### config.mk
export PLATFORM = sky130hd
export DESIGN_NAME = lcd_clock_cal_v2
export DESIGN_NICKNAME = d
export VERILOG_FILES = /design/src/rtl/lcd_clock_cal_v2.sv
export SDC_FILE = /design/constraint.sdc
export NUM_CORES = 1
export LEC_CHECK = 0
export CAP_MARGIN = 20
export CORE_MARGIN = 1
export CORE_UTILIZATION = 58
export DETAILED_ROUTE_END_ITERATION = 8
export PLACE_DENSITY = 0.79
export SLEW_MARGIN = 20
export SYNTH_ARGS = -nofsm -noshare
export SYNTH_HDL_FRONTEND = slang
export SYNTH_SLANG_ARGS = --single-unit
### constraint.sdc
create_clock -name clk_i -period 8.16 [get_ports clk_i]
set_input_delay 1.224 -clock clk_i [delete_from_list [all_inputs] [get_ports clk_i]]
set_output_delay 1.224 -clock clk_i [all_outputs]
set_load 0.02 [all_outputs]
### src/rtl/lcd_clock_cal_v2.sv
// Settable calendar clock (leap-aware, optional 12-hour view) with a valid/ready time-set port,
// continuously refreshing an 8-bit HD44780 LCD: line 1 YYYY/MM/DD, line 2 hh:mm:ss [AM|PM].
module lcd_clock_cal_v2 #(
    parameter int unsigned CNT1MS           = 100000,
    parameter int unsigned STEP_MS          = 4,
    parameter int unsigned MS_PER_SEC       = 1000,
    parameter int unsigned INIT_DELAY_STEPS = 5,
    parameter int unsigned YEAR_RST         = 2024
) (
    input  logic        clk_i,
    input  logic        resetn_i,
    input  logic        set_valid_i,
    output logic        set_ready_o,
    input  logic [13:0] set_year_i,
    input  logic [3:0]  set_month_i,
    input  logic [4:0]  set_day_i,
    input  logic [4:0]  set_hour_i,
    input  logic [5:0]  set_min_i,
    input  logic [5:0]  set_sec_i,
    output logic        set_err_o,
    input  logic        mode_12h_i,
    output logic        sec_pulse_o,
    output logic        lcd_e_o,
    output logic        lcd_rs_o,
    output logic        lcd_rw_o,
    output logic [7:0]  lcd_data_o
);

    localparam int unsigned CW = (CNT1MS > 1) ? $clog2(CNT1MS) : 1;
    localparam int unsigned SW = (MS_PER_SEC > 1) ? $clog2(MS_PER_SEC) : 1;

    localparam logic [1:0] StInit = 2'd0;
    localparam logic [1:0] StAddr = 2'd1;
    localparam logic [1:0] StChar = 2'd2;

    function automatic logic is_leap(input logic [13:0] y);
        return (((y % 14'd4) == 14'd0) && ((y % 14'd100) != 14'd0)) || ((y % 14'd400) == 14'd0);
    endfunction

    function automatic logic [4:0] days_in_month(input logic [3:0] m, input logic leap);
        logic [4:0] d;
        case (m)
            4'd2:                    d = leap ? 5'd29 : 5'd28;
            4'd4, 4'd6, 4'd9, 4'd11: d = 5'd30;
            default:                 d = 5'd31;
        endcase
        return d;
    endfunction

    function automatic logic [7:0] dig(input logic [13:0] v);
        logic [13:0] r;
        r = v % 14'd10;
        return 8'h30 + r[7:0];
    endfunction

    logic [CW-1:0] cnt_q, cnt_d;
    logic [3:0]    ms_step_q, ms_step_d;
    logic [SW-1:0] ms_sec_q, ms_sec_d;
    logic [13:0]   year_q, year_d;
    logic [3:0]    month_q, month_d;
    logic [4:0]    day_q, day_d, hour_q, hour_d;
    logic [5:0]    min_q, min_d, sec_q, sec_d;
    logic          set_ready_q, set_err_q, sec_pulse_q;
    logic [1:0]    state_q, state_d;
    logic [15:0]   init_idx_q, init_idx_d;
    logic          line_q, line_d, rs_q, rs_d, active_q, active_d;
    logic [3:0]    col_q, col_d;
    logic [7:0]    data_q, data_d;
    logic [40:0]   sh_q, sh_d;

    logic        tick_ms, step_start, sec_tick, xfer, set_ok, accept;
    logic [7:0]  init_byte, char_byte;
    logic [15:0] cmd_idx;
    logic        sh_12h;
    logic [13:0] sh_year;
    logic [3:0]  sh_month;
    logic [4:0]  sh_day, sh_hour, hour_disp;
    logic [5:0]  sh_min, sh_sec;

    assign tick_ms    = (cnt_q == CW'(CNT1MS - 1));
    assign step_start = tick_ms && (ms_step_q == 4'(STEP_MS - 1));
    assign sec_tick   = tick_ms && (ms_sec_q == SW'(MS_PER_SEC - 1));
    assign xfer       = set_valid_i && set_ready_q;
    assign set_ok     = (set_year_i <= 14'd9999) && (set_month_i >= 4'd1) &&
                        (set_month_i <= 4'd12) && (set_day_i >= 5'd1) &&
                        (set_day_i <= days_in_month(set_month_i, is_leap(set_year_i))) &&
                        (set_hour_i <= 5'd23) && (set_min_i <= 6'd59) && (set_sec_i <= 6'd59);
    assign accept     = xfer && set_ok;

    // Prescalers and calendar; an accepted set beats a coincident second tick.
    always_comb begin
        cnt_d     = tick_ms ? '0 : cnt_q + 1'b1;
        ms_step_d = ms_step_q;
        ms_sec_d  = ms_sec_q;
        if (tick_ms) begin
            ms_step_d = step_start ? 4'd0 : ms_step_q + 4'd1;
            ms_sec_d  = sec_tick ? '0 : ms_sec_q + 1'b1;
        end
        if (accept) ms_sec_d = '0;

        year_d  = year_q;
        month_d = month_q;
        day_d   = day_q;
        hour_d  = hour_q;
        min_d   = min_q;
        sec_d   = sec_q;
        if (accept) begin
            year_d  = set_year_i;
            month_d = set_month_i;
            day_d   = set_day_i;
            hour_d  = set_hour_i;
            min_d   = set_min_i;
            sec_d   = set_sec_i;
        end else if (sec_tick) begin
            if (sec_q != 6'd59) sec_d = sec_q + 6'd1;
            else begin
                sec_d = '0;
                if (min_q != 6'd59) min_d = min_q + 6'd1;
                else begin
                    min_d = '0;
                    if (hour_q != 5'd23) hour_d = hour_q + 5'd1;
                    else begin
                        hour_d = '0;
                        if (day_q != days_in_month(month_q, is_leap(year_q))) begin
                            day_d = day_q + 5'd1;
                        end else begin
                            day_d = 5'd1;
                            if (month_q != 4'd12) month_d = month_q + 4'd1;
                            else begin
                                month_d = 4'd1;
                                year_d  = (year_q == 14'd9999) ? '0 : year_q + 14'd1;
                            end
                        end
                    end
                end
            end
        end
    end

    assign cmd_idx = init_idx_q - 16'(INIT_DELAY_STEPS);

    always_comb begin
        init_byte = 8'h00;
        if (init_idx_q >= 16'(INIT_DELAY_STEPS)) begin
            case (cmd_idx)
                16'd0:   init_byte = 8'h38;
                16'd1:   init_byte = 8'h08;
                16'd2:   init_byte = 8'h01;
                16'd3:   init_byte = 8'h06;
                16'd4:   init_byte = 8'h0C;
                default: init_byte = 8'h02;
            endcase
        end
    end

    assign {sh_12h, sh_year, sh_month, sh_day, sh_hour, sh_min, sh_sec} = sh_q;

    always_comb begin
        hour_disp = sh_hour;
        if (sh_12h) begin
            if (sh_hour == 5'd0)      hour_disp = 5'd12;
            else if (sh_hour > 5'd12) hour_disp = sh_hour - 5'd12;
        end
    end

    always_comb begin
        char_byte = 8'h20;
        if (!line_q) begin
            case (col_q)
                4'd0:       char_byte = dig(sh_year / 14'd1000);
                4'd1:       char_byte = dig(sh_year / 14'd100);
                4'd2:       char_byte = dig(sh_year / 14'd10);
                4'd3:       char_byte = dig(sh_year);
                4'd4, 4'd7: char_byte = 8'h2F;
                4'd5:       char_byte = dig(14'(sh_month) / 14'd10);
                4'd6:       char_byte = dig(14'(sh_month));
                4'd8:       char_byte = dig(14'(sh_day) / 14'd10);
                4'd9:       char_byte = dig(14'(sh_day));
                default:    char_byte = 8'h20;
            endcase
        end else begin
            case (col_q)
                4'd0:       char_byte = dig(14'(hour_disp) / 14'd10);
                4'd1:       char_byte = dig(14'(hour_disp));
                4'd2, 4'd5: char_byte = 8'h3A;
                4'd3:       char_byte = dig(14'(sh_min) / 14'd10);
                4'd4:       char_byte = dig(14'(sh_min));
                4'd6:       char_byte = dig(14'(sh_sec) / 14'd10);
                4'd7:       char_byte = dig(14'(sh_sec));
                4'd9:       char_byte = sh_12h ? ((sh_hour >= 5'd12) ? 8'h50 : 8'h41) : 8'h20;
                4'd10:      char_byte = sh_12h ? 8'h4D : 8'h20;
                default:    char_byte = 8'h20;
            endcase
        end
    end

    // LCD step sequencer: bus values change only on a step boundary.
    always_comb begin
        state_d    = state_q;
        init_idx_d = init_idx_q;
        line_d     = line_q;
        col_d      = col_q;
        rs_d       = rs_q;
        data_d     = data_q;
        active_d   = active_q;
        sh_d       = sh_q;
        if (step_start) begin
            active_d = 1'b1;
            case (state_q)
                StInit: begin
                    rs_d   = 1'b0;
                    data_d = init_byte;
                    if (init_idx_q == 16'(INIT_DELAY_STEPS + 5)) begin
                        state_d = StAddr;
                        line_d  = 1'b0;
                    end else begin
                        init_idx_d = init_idx_q + 16'd1;
                    end
                end
                StAddr: begin
                    rs_d    = 1'b0;
                    data_d  = line_q ? 8'hC0 : 8'h80;
                    sh_d    = {mode_12h_i, year_q, month_q, day_q, hour_q, min_q, sec_q};
                    col_d   = 4'd0;
                    state_d = StChar;
                end
                StChar: begin
                    rs_d   = 1'b1;
                    data_d = char_byte;
                    if (col_q == 4'd15) begin
                        line_d  = ~line_q;
                        state_d = StAddr;
                    end else begin
                        col_d = col_q + 4'd1;
                    end
                end
                default: state_d = StInit;
            endcase
        end
    end

    always_ff @(posedge clk_i) begin
        if (!resetn_i) begin
            cnt_q       <= '0;
            ms_step_q   <= '0;
            ms_sec_q    <= '0;
            year_q      <= 14'(YEAR_RST);
            month_q     <= 4'd1;
            day_q       <= 5'd1;
            hour_q      <= '0;
            min_q       <= '0;
            sec_q       <= '0;
            set_ready_q <= 1'b1;
            set_err_q   <= 1'b0;
            sec_pulse_q <= 1'b0;
            state_q     <= StInit;
            init_idx_q  <= '0;
            line_q      <= 1'b0;
            col_q       <= '0;
            rs_q        <= 1'b0;
            data_q      <= 8'h00;
            active_q    <= 1'b0;
            sh_q        <= '0;
        end else begin
            cnt_q       <= cnt_d;
            ms_step_q   <= ms_step_d;
            ms_sec_q    <= ms_sec_d;
            year_q      <= year_d;
            month_q     <= month_d;
            day_q       <= day_d;
            hour_q      <= hour_d;
            min_q       <= min_d;
            sec_q       <= sec_d;
            set_ready_q <= !xfer;
            set_err_q   <= xfer && !set_ok;
            sec_pulse_q <= sec_tick && !accept;
            state_q     <= state_d;
            init_idx_q  <= init_idx_d;
            line_q      <= line_d;
            col_q       <= col_d;
            rs_q        <= rs_d;
            data_q      <= data_d;
            active_q    <= active_d;
            sh_q        <= sh_d;
        end
    end

    // E is held off until the first step has put real data on the bus.
    assign lcd_e_o     = active_q && (ms_step_q == 4'd1);
    assign lcd_rs_o    = rs_q;
    assign lcd_rw_o    = 1'b0;
    assign lcd_data_o  = data_q;
    assign set_ready_o = set_ready_q;
    assign set_err_o   = set_err_q;
    assign sec_pulse_o = sec_pulse_q;

endmodule

Word level (Yosys, flattened, before mapping)
Index checks and enable logic that the tools add are counted.

Register bits after elaboration: 148. Bits in latches: 0. Bits in writable memories: 0. ROM bits: 0. Input bits: 44. Output and inout bits: 14. Logic and storage cells: 254. Memories kept: 0.

Add/subtract/negate cells: 27. $mul: 0. Div/mod/pow operators: 26. Order comparisons: 11. Equality and inequality tests: 46. Shifts and indexed selects: 0. Multiplexer cells: 66. Bitwise gates (word level): 3. Reductions and logical operators: 55.

Operators with widths (number): $pmux W8 S9 (2); $mod A14 B4 Y14 const B (9); $add A6 B8 Y8 const A (14); $mux W14 (8); $mux W5 (20); $logic_not A14 Y1 (4); $mux W6 (8); $mux W4 (9); $eq A16 B2 Y1 const B (2); $eq A4 B3 Y1 const B (8); $eq A4 B4 Y1 const B (8); $pmux W6 S5 (1); $div A5 B4 Y14 const B (2); $div A6 B4 Y14 const B (2); $mod A14 B7 Y14 const B (2); $mod A14 B9 Y14 const B (2); $mod A5 B4 Y14 const B (2); $mod A6 B4 Y14 const B (2); $reduce_bool A14 Y1 (2); $pmux W8 S3 (1); $mux W7 (3); $eq A4 B2 Y1 const B (5); $add A17 B1 Y17 const B (1); $eq A17 B17 Y1 const B (1); 61 further kinds (116).

Logic depth before layout (Yosys ltp)
Gate-level depths: netlist of run 1.

Depth in word-level cells: 20. Mapped depth: 37. Depth with buffers taken out: 33.

Worst setup path before layout of run 1
No wires, ideal clock.

Kind: input to register. From: input port set_year_i[12]. To: register month_q[3]. Library setup time: 0.058 ns. Data arrival time: 8.328 ns. Required time: 8.102 ns. Path slack: -0.227 ns. Stages on the path: 36. Path buffers: 3. Path through: clkbuf_1 clkbuf_1 a21boi_0 o22ai_1 a222oi_1 nand2_1 a2bb2o_1 a221oi_1 o21ai_0 a2111oi_0 nand4_1 o221ai_1 and3_1 clkbuf_1 nor2_1 nor2_1 o21ai_0 or2_2 maj3_1 a211o_1 o21ai_0 xnor2_1 mux2i_1 a21oi_1 ha_1 a21oi_1 o21ai_0 nand4_1 or2_2 o21ai_0 nand2_1 a21oi_1 nand3_1 or3_1 a21oi_1 o221a_2.

Cells in the longest elaborated chain, start to end: 14. Elaborated cells between the ends (all ways): 25. Classes of those cells: div (2); order compare (2); eq/ne (4); mux (3); reduce/logical (14).

Ends and longest elaborated chain: start, declared (line 14) `input logic [13:0] set_year_i,`; $mod A14 B7 Y14 (line 37) `return (((y % 14'd4) == 14'd0) && ((y % 14'd100) != 14'd0)) || ((y % 14'd400) == 14'd0);`; $reduce_bool A14 Y1 (line 37); $logic_and A1 B1 Y1 (line 37); $logic_or A1 B1 Y1 (line 37); $mux W1 (line 43) `4'd2: d = leap ? 5'd29 : 5'd28;`; $pmux W2 S2 (line 42) `case (m)`; $le A5 B5 Y1 (line 86) `(set_day_i <= days_in_month(set_month_i, is_leap(set_year_i))) &&`; $logic_and A1 B1 Y1 (*) (line 85) `(set_month_i <= 4'd12) && (set_day_i >= 5'd1) &&`; $logic_and A1 B1 Y1 (*) (line 86); $logic_and A1 B1 Y1 (*) (2 in a row) (line 87) `(set_hour_i <= 5'd23) && (set_min_i <= 6'd59) && (set_sec_i <= 6'd59);`; $logic_and A1 B1 Y1 (*) (line 88) `assign accept = xfer && set_ok;`; $ne A2 B2 Y1 (no line) or $reduce_bool A2 Y1 (tied branches); $reduce_and A5 Y1 (no line); end signal, assigned (line 269) `month_q <= month_d;`; end, declared (line 60) `logic [3:0] month_q, month_d;`.

Every way passes the cells marked *; elsewhere a longest branch is shown, timed or not. A chain may end at the register's enable or synchronous reset.

Worst setup path in the final report of run 1
From: input port set_year_i[10]. To: register month_q[3].

The elaborated chain is that of the path after synthesis.

==> impl_metrics.yaml, run 1 <==
die:
  ios: 58
  die_h_um: 173.7
  dieArea_um2: 30180
  die_w_um: 173.7
  start_util: 0.5927
  core_area_um2: 28860
  row_count: 62
setup_path:
  start_kind: "primary input"
  critical_path.max_fanout: 4
  critPathKind: "in -> reg"
  cp.arrival_ns: 8.28
  reg2reg_from: "sh_q[38]"
  cpMaxStageDelayCell: "clkdlybuf4s50_1"
  critPathRequiredTime_ns: 8.55
  cp-startpoint: "set_year_i[10]"
  crit_path_max_incr_delay_ns: 0.49
  endpoint_kind: "flop"
sta:
  layout_setup_ws_ns: 0.2678
  finalSetupViolCount: 0
  hold_violations: 0
  skew_ns: 0.01430
  tightest_slew_ns: 1.033
  maxSlewViolCount: 0
  max_slew_margin: 0.3115
  timing.setup.tns_ns: 0
  period_share: 0.9672
  min_period_ns: 7.892
  fmax_ghz: 0.1267
logic_synthesis:
  syn-instance-count: 2508
  synth_top_area_share: 0.1732
  synthTopCellsByArea: "dfxtp_1, nand2_1, o21ai_0"
  synth_flop_cell: "dfxtp_1"
  synth_warnings: 0
  yosysMostFrequentCell: "nand2_1"
  synthArstFlopShare: 0
  synth_cell_types: 120
  synth_top_area_cell: "dfxtp_1"
  syn_area_per_cell_um2: 6.819
  yosysSeqAreaShare: 0.1732
  synth_fp_nets: 2622
  synth-edff-count: 0
  ys_seq_elements: 148
  synth_common_cells: "nand2_1, nor2_1, o21ai_0"
  syn_area_um2: 17100
placed_design:
  place_worst_setup_slack_ns: -0.5843
  numPortBuffers: 56
  dp_hpwl_um: 35320
  dp_cells: 2882
  gp_congestion: 0.9601
detailed_routing:
  dr.pass1.iters: 8
  first_iter_violations: 2039
  totalWireLength_um: 49410
  ant_nets: 0
  vias: 19270
  vias_per_cell: 6.583
  drc: 0
  wl_per_cell_um: 16.88
clock_tree:
  cts-root-buf: "clkbuf_16"
  cts-buffers-inserted: 17
  clock_latency_ns: 0.45
  clockBufferDepth: 2
  htree_levels: 4
  cts.sinks: 148
  cts_tree: "built"
  clk_pin_slew_ns: 0.07
min_path:
  worstHoldPathType: "reg -> reg"
  hp-start: "set_ready_o"
final_layout:
  areaGrowthSynthToFinish_pct: 11.57
  fin_nets: 2644
  stdcell_count: 2927
  drive_gt1_frac: 0.1089
  final_util: 0.6612
  antenna_cells: 0
grt:
  grt_pass1_vias: 17310
  grt_max_degree: 94
  antenna_found_initial: 0
  grt_pass1_wl_um: 81900
  track_usage: 0.3145
  gr-total-overflow: 0
pwr:
  peakVddDrop_uv: 141.1
  power_density_nw_per_um2: 113.8
  leakage_nw: 6.794
  power_mw: 2.172
run:
  drv_cap: 0
outcome:
  outcome: "completed"
[sequential cells by signal (all words and copies together), names as in the netlist, 4 cells and up]
signal and cells:
ms_sec_q 10, sec_q 6, lcd_data_o 8, cnt_q 17, init_idx_q 16, year_q 14, sh_q 41, min_q 6
hour_q 5, ms_step_q 4, col_q 4, month_q 4, day_q 5
[cell type report]
| cell class | instances | area [um^2] |
|---|---|---|
| Clock inverter | 15 | 185.2 |
| Fill cell | 2514 | 9776 |
| Clock buffer | 17 | 425.4 |
| Sequential cell | 148 | 2965 |
| Timing Repair Buffer | 160 | 1340 |
| Inverter | 106 | 397.9 |
| Tap cell | 384 | 480.5 |
| Multi-Input combinational cell | 2097 | 13290 |
[per-stage QoR]
stage | instance area [um^2] | hold WS [ns]
3_3_place_gp | 18160 | 0.4191
2_1_floorplan | 17120 | 0.4176
6_report | 19080 | 0.4418
3_5_place_dp | 18160 | 0.4265
4_1_cts | 18800 | 0.4476
5_1_grt | 19080 | 0.4682
[cell usage in the layout, fill, tap and decap left out, types with 12 or more instances in the layout]
cell type        count
buf_4              103
and2_1              24
nand2_1            316
a221oi_1            19
a311oi_1            13
a211oi_1            37
ha_1                70
nor3_1              83
a21oi_1            197
a22oi_1             12
clkdlybuf4s50_1     52
dfxtp_1            146
o211ai_1            38
inv_1               94
mux2i_1             28
o21a_1              16
o21ai_0            197
a31oi_1             33
nor2_1             233
nor4_1              21
nand4_1             28
nand2b_1            17
xor2_1              38
xnor2_1             65
clkbuf_16           17
o22ai_1             23
o31ai_1             18
o21ai_1             19
or3_1               30
nor2b_1             27
and3_1              43
a21o_1              17
nand3_1             91
[timing repair]
item / in CTS / in global routing
pin swaps: 3 / 15
resized for setup: 6 / 57
gates cloned: 0 / 0
hold buffers: 0 / 0
buffers inserted: 2 / 11
endpoints found under the setup margin: 14 / 46
[worst max-delay path, delay by kind of cell]
family / cells / cell delay (ns)
AOI/OAI and AO/OA: 13 / 2.29
xor gates and xnor gates: 1 / 0.22
adders and majority gates: 2 / 0.44
buffers and inverters: 5 / 1.10
muxes: 2 / 0.57
and+or+nand+nor: 12 / 2.42
[worst paths after layout]
check             endpoint  slack (ns)  cells past startpoint
max reg2reg  lcd_data_o[6]        0.56                     29
min reg2reg    set_ready_o        0.44                      1
min            set_ready_o        0.44                      1
max             month_q[3]        0.27                     35
[kinds of logic (layout without fill, tap and decap cells)]
logic type	count (synthesis)	in the layout	share of synthesized area
compound gates	857	857	0.3405
xor+xnor	103	103	0.05275
fa+ha+maj	80	80	0.05714
buf+inv	263	298	0.06277
flops	148	148	0.1732
mux	39	39	0.02356
other cells	1	1	0.0002193
simple gates	1017	1017	0.2899
[metal layers]
| metal | vias up | global-route usage | part of all wire |
|---|---|---|---|
| met5 | - | 0 | 0 |
| met2 | 828 | 0.5253 | 0.47 |
| met3 | 106 | 0.04101 | 0.067 |
| li1 | 9351 | - | - |
| met1 | 8982 | 0.4158 | 0.44 |
| met4 | 0 | 0.1053 | 0.020 |
[report_power, final]
group          switching, mW  internal [mW]
sequential            0.0292          0.736
clock                  0.386          0.415
combinational          0.333          0.273
total                  0.749           1.42
No activity file was read; power rests on OpenSTA's default activity.
==> run 2: changes to the inputs <==
--- a/config.mk
+++ b/config.mk
@@ -10,6 +10,7 @@
 export CORE_UTILIZATION = 58
 export DETAILED_ROUTE_END_ITERATION = 8
 export PLACE_DENSITY = 0.79
+export REMOVE_ABC_BUFFERS = 1
 export SLEW_MARGIN = 20
 export SYNTH_ARGS = -nofsm -noshare
 export SYNTH_HDL_FRONTEND = slang
==> impl_metrics.yaml, run 2 (synthesis gave the netlist of run 1 again) <==
outcome:
  outcome: "completed"
grt:
  grt_max_degree: 95
  grt_pass1_wl_um: 81430
  met3_usage: 0.03443
  track_usage: 0.3111
  groute.layer.met1.usage: 0.4241
  gr-total-overflow: 0
  grt_pass1_vias: 17230
  antenna_found_initial: 0
  use_met2: 0.5203
  busiest_layer: "met2"
setup_path:
  reg2reg_slack_ns: 0.66
  start_kind: "primary input"
  critPathRequiredTime_ns: 8.54
  cp.arrival_ns: 8.26
  reg2reg_from: "sh_q[35]"
  cp-startpoint: "set_year_i[9]"
  critPathTopFamily: "compound AO/OA/AOI/OAI gates"
  crit_path_max_incr_delay_ns: 0.45
  critPathKind: "in -> reg"
  critical_path.max_fanout: 8
  cpMaxStageDelayCell: "clkdlybuf4s50_1"
  endpoint_kind: "flop"
  crit_buf_inv: 5
sta:
  skew_ns: 0.01334
  period_share: 0.9651
  tightest_slew_ns: 1.045
  fmax_ghz: 0.1270
  rsz0062_at_grt: "true"
  min_period_ns: 7.876
  maxSlewViolCount: 0
  finalSetupViolCount: 0
  max_slew_margin: 0.3033
  hold_violations: 0
die:
  start_util: 0.5927
  core_area_um2: 28860
  dieArea_um2: 30180
  row_count: 62
  die_h_um: 173.7
  ios: 58
  die_w_um: 173.7
detailed_routing:
  drc: 0
  vias: 19240
  vias_per_cell: 6.588
  ant_nets: 0
  dr.pass1.iters: 6
  wl_per_cell_um: 16.70
  totalWireLength_um: 48780
  first_iter_violations: 1922
final_layout:
  fillers: 2541
  top_register: "sh_q"
  antenna_cells: 0
  stdcell_count: 2921
  layout_commonest_cell: "nand2_1"
  largest_registers: "sh_q (41), cnt_q (17), init_idx_q (16)"
  layout_common_cells: "nand2_1, nor2_1, a21oi_1"
  drive_gt1_frac: 0.1041
  largest_register_ffs: 41
  areaGrowthSynthToFinish_pct: 11.19
  fin_nets: 2638
clock_tree:
  clk_pin_slew_ns: 0.07
  cts.sinks: 148
  postCtsHoldBufs: 0
  htree_levels: 4
  cts_tree: "built"
  clockBufferDepth: 2
  clock_latency_ns: 0.45
  cts-root-buf: "clkbuf_16"
  cts-buffers-inserted: 17
pwr:
  seq_power_share: 0.356
  combPwrFrac: 0.272
  leakage_nw: 6.792
  power_frac_clock: 0.371
  cell_internal_pwr_mw: 1.402
  power_switching_uw: 745.7
  p_sw_frac: 0.3473
  power_mw: 2.147
  power_density_nw_per_um2: 112.9
  peakVddDrop_uv: 135.2
min_path:
  hp-start: "cnt_q[0]"
  worstHoldPathType: "reg -> reg"
placed_design:
  dp_cells: 2883
  gp_congestion: 0.9700
  dp_hpwl_um: 34660
  numPortBuffers: 56
run:
  drv_cap: 0
[run 2: cell count changes in the layout (fill, tap and decap cells not counted), moves of 3 or more]
cell	before	now
buf_4	103	93
o21ai_1	19	25
o21ai_0	197	192
a21oi_2	4	7
a21oi_4	3	0
buf_6	0	3
inv_6	2	5
or3_1	30	33
or3_4	5	2
[run 2: routing by layer]
layer	up-vias	wire length, um	part of all wire
li1	9330	-	-
met1	8998	21840	0.45
met2	815	22770	0.47
met3	100	3314	0.068
met4	0	862	0.018
met5	-	0	0
[run 2: path summary, 6_finish.rpt]
check | cells after the start | end
worst min-delay path | 1 | cnt_q[0]
worst max-delay path | 37 | year_q[11]
worst max register to register | 28 | lcd_data_o[6]
worst min register to register | 1 | cnt_q[0]
[run 2: cell type report]
cell class	instances	area [um^2]	area share
multi-input cells	2097	13240	0.6963
repair buffers	154	1343	0.07060
well taps	384	480.5	0.02527
flip-flops and latches	148	2965	0.1559
inverters	106	397.9	0.02092
clock inverters	15	162.7	0.008554
clock buffers	17	425.4	0.02237
[run 2: per-stage QoR]
step / util / TNS, ns / instance area [um^2] / hold slack, ns / setup WS (ns)
after global placement: 0.6298 / -6.179 / 18170 / 0.4198 / -0.4511
after global routing: 0.6589 / -1.232 / 19020 / 0.4685 / -0.1461
final: 0.6589 / 0 / 19020 / 0.4527 / 0.2845
after floorplan: - / -10.92 / 16430 / 0.4176 / -0.7311
after CTS: 0.6504 / 0 / 18770 / 0.4549 / 0.02724
after detailed placement: 0.6298 / -11.23 / 18170 / 0.4385 / -0.6526
[run 2: power groups by stage]
stage | sequential, mW | clock [mW] | combinational (mW)
CTS | 0.764 | 0.803 | 0.545
global placement | 0.780 | 0 | 0.532
detailed placement | 0.781 | 0 | 0.541
floorplan | 0.774 | 0 | 0.361
finish | 0.765 | 0.797 | 0.585
global route | 0.768 | 0.833 | 0.640
[run 2: repair_timing]
action                     CTS  global route
gates resized for setup      5            54
pin swaps                    1            13
gates cloned                 0             1
setup buffers                0             5
setup endpoints to repair   15            44
==> patch, RTL diff (config.mk and constraints of run 2) <==
Put one more register stage on the output `set_err_o`, with the module's reset. The value now appears one clock later. The other outputs are not delayed to match.
--- a/src/rtl/lcd_clock_cal_v2.sv
+++ b/src/rtl/lcd_clock_cal_v2.sv
@@ -291,7 +291,13 @@
     assign lcd_rw_o    = 1'b0;
     assign lcd_data_o  = data_q;
     assign set_ready_o = set_ready_q;
-    assign set_err_o   = set_err_q;
+    always_ff @(posedge clk_i) begin
+        if (!resetn_i) begin
+            set_err_o <= '0;
+        end else begin
+            set_err_o <= set_err_q;
+        end
+    end
     assign sec_pulse_o = sec_pulse_q;
 
 endmodule
Check against the original RTL: not equivalent (a bounded check fails within 4 cycles, from zero or initial values and one cycle with resetn_i low).
==> patch against run 2 <==
  * The run now ends with setup timing left
  * Clock skew is 0.0073 ns higher
  * Power grew 10%
  * Wire length is 4.7% higher
  * Area after synthesis shrank 0.16%
  * Final cell count is 1.4% higher
  * Maximum frequency decreased by 5.9%
  * Sequential cell count up 1
  * Sequential power up 0.5%
  * Design area is 3.7% higher
  * Via count grew 2.0%
  * Worst setup slack got worse by 0.50 ns
  * Largest power group unchanged
==> patch: results <==
metrics = {
    "setup_path": {
        "r2r_start": "year_q[13]",
        "cpPeakStageDelay_ns": 0.41,
        "cp.arrival_ns": 8.63,
        "r2r-end": "year_q[1]",
        "crit_path_top_delay_cell": "a221o_1",
        "rrSetupSlack_ns": 0.49,
    },
    "synth": {
        "ys_types": 113,
        "avgSynthCellArea_um2": 6.81,
        "synth.area.top_cells": "dfxtp_1, nand2_1, a21oi_1, nor2_1, ha_1",
        "synth-seq-area-share": 0.175,
        "synth_common_cells": "nand2_1, nor2_1, a21oi_1, o21ai_0, dfxtp_1",
    },
    "timing": {
        "worst_slack_ns": -0.214,
        "clock-skew-final_ns": 0.0206,
        "relSlewSlack": 0.279,
        "fin_tns_setup_ns": -1.78,
        "setup_viol": 22,
    },
    "drt": {
        "routedLengthMet1_um": 22100,
        "route.met3.wl_um": 3640,
        "dr_total_vias": 19600,
        "drt_iter0_drc": 2177,
        "met2_wirelength_um": 24400,
    },
    "pwr": {
        "ir_drop_uv": 171,
        "leakagePower_uw": 0.00707,
    },
    "finish": {
        "final.fill_count": 2403,
        "layout-drive-gt1-share": 0.133,
        "layoutNonFillerInstCount": 2962,
    },
    "grt": {
        "grtUsageTotal": 0.314,
        "grtUsageMet2": 0.541,
        "grt_pass1_vias": 17600,
        "grt_pass1_wl_um": 82300,
        "grt.met3_usage": 0.0298,
        "met1_usage": 0.421,
    },
    "run_status": {
        "violations": "setup timing",
        "outcome": "complete, but fails checks",
    },
    "clock_tree": {
        "ctsResizeCount": 45,
        "htreeDepth": 4,
        "post_cts_buffers": 13,
    },
    "place": {
        "dpl_cell_area_um2": 18300,
        "gp_congestion": 0.938,
        "hpwl_um": 35500,
        "placed_cells": 2900,
        "place_ws_ns": -0.881,
    },
    "min_path": {
        "whs_path_depth": 2,
        "min_to": "lcd_data_o[6]",
    },
}
patch: cell types whose count changed after synthesis, moves of 9 or more:
cell / change
o21ai_0: -43
and3_1: -23
nor2_1: +22
nor4_1: +17
a21oi_1: +15
a211oi_1: +9
inv_1: -9
nor3_1: -9
patch: cells by family (layout without fill, tap and decap cells):
group / after synthesis / after routing / share of synthesized area
AOI/OAI and AO/OA: 833 / 833 / 0.333
xor gates and xnor gates: 106 / 106 / 0.0544
adders and majority gates: 79 / 79 / 0.0566
buffers and inverters: 251 / 321 / 0.0596
DFF: 149 / 149 / 0.175
muxes: 46 / 46 / 0.0279
other: 1 / 1 / 0.000220
and+or+nand+nor: 1043 / 1043 / 0.294
patch: cell type report:
class,count,area share
clock buffer,17,0.0216
clock inverter,14,0.00932
sequential,149,0.151
inverter,91,0.0173
timing repair buffer,199,0.0880
tap,384,0.0244
multi-input combinational,2108,0.688
patch: tightest hold or removal path, cell delays in order, from the launching register on:
cell     delay (ns)
dfxtp_1        0.31
nand2_1        0.05
a21oi_1        0.05
patch: worst max-delay path by stage:
stage,slack [ns],depth (start not counted),from,end
floorplan,-2.36,33,set_year_i[10],year_q[1]
global placement,-0.63,38,set_year_i[10],year_q[13]
detailed placement,-0.88,40,set_year_i[10],year_q[13]
CTS,0.0007,39,set_year_i[8],year_q[13]
global route,-0.53,42,set_year_i[9],year_q[1]
finish,-0.21,41,set_year_i[10],year_q[1]
patch: where the power goes:
| part | switching (µW) | internal [µW] | total, µW | leakage (µW) |
|---|---|---|---|---|
| clock | 364 | 466 | 830 | 0.000301 |
| combinational | 394 | 372 | 766 | 0.00556 |
| sequential | 28.3 | 741 | 769 | 0.00121 |
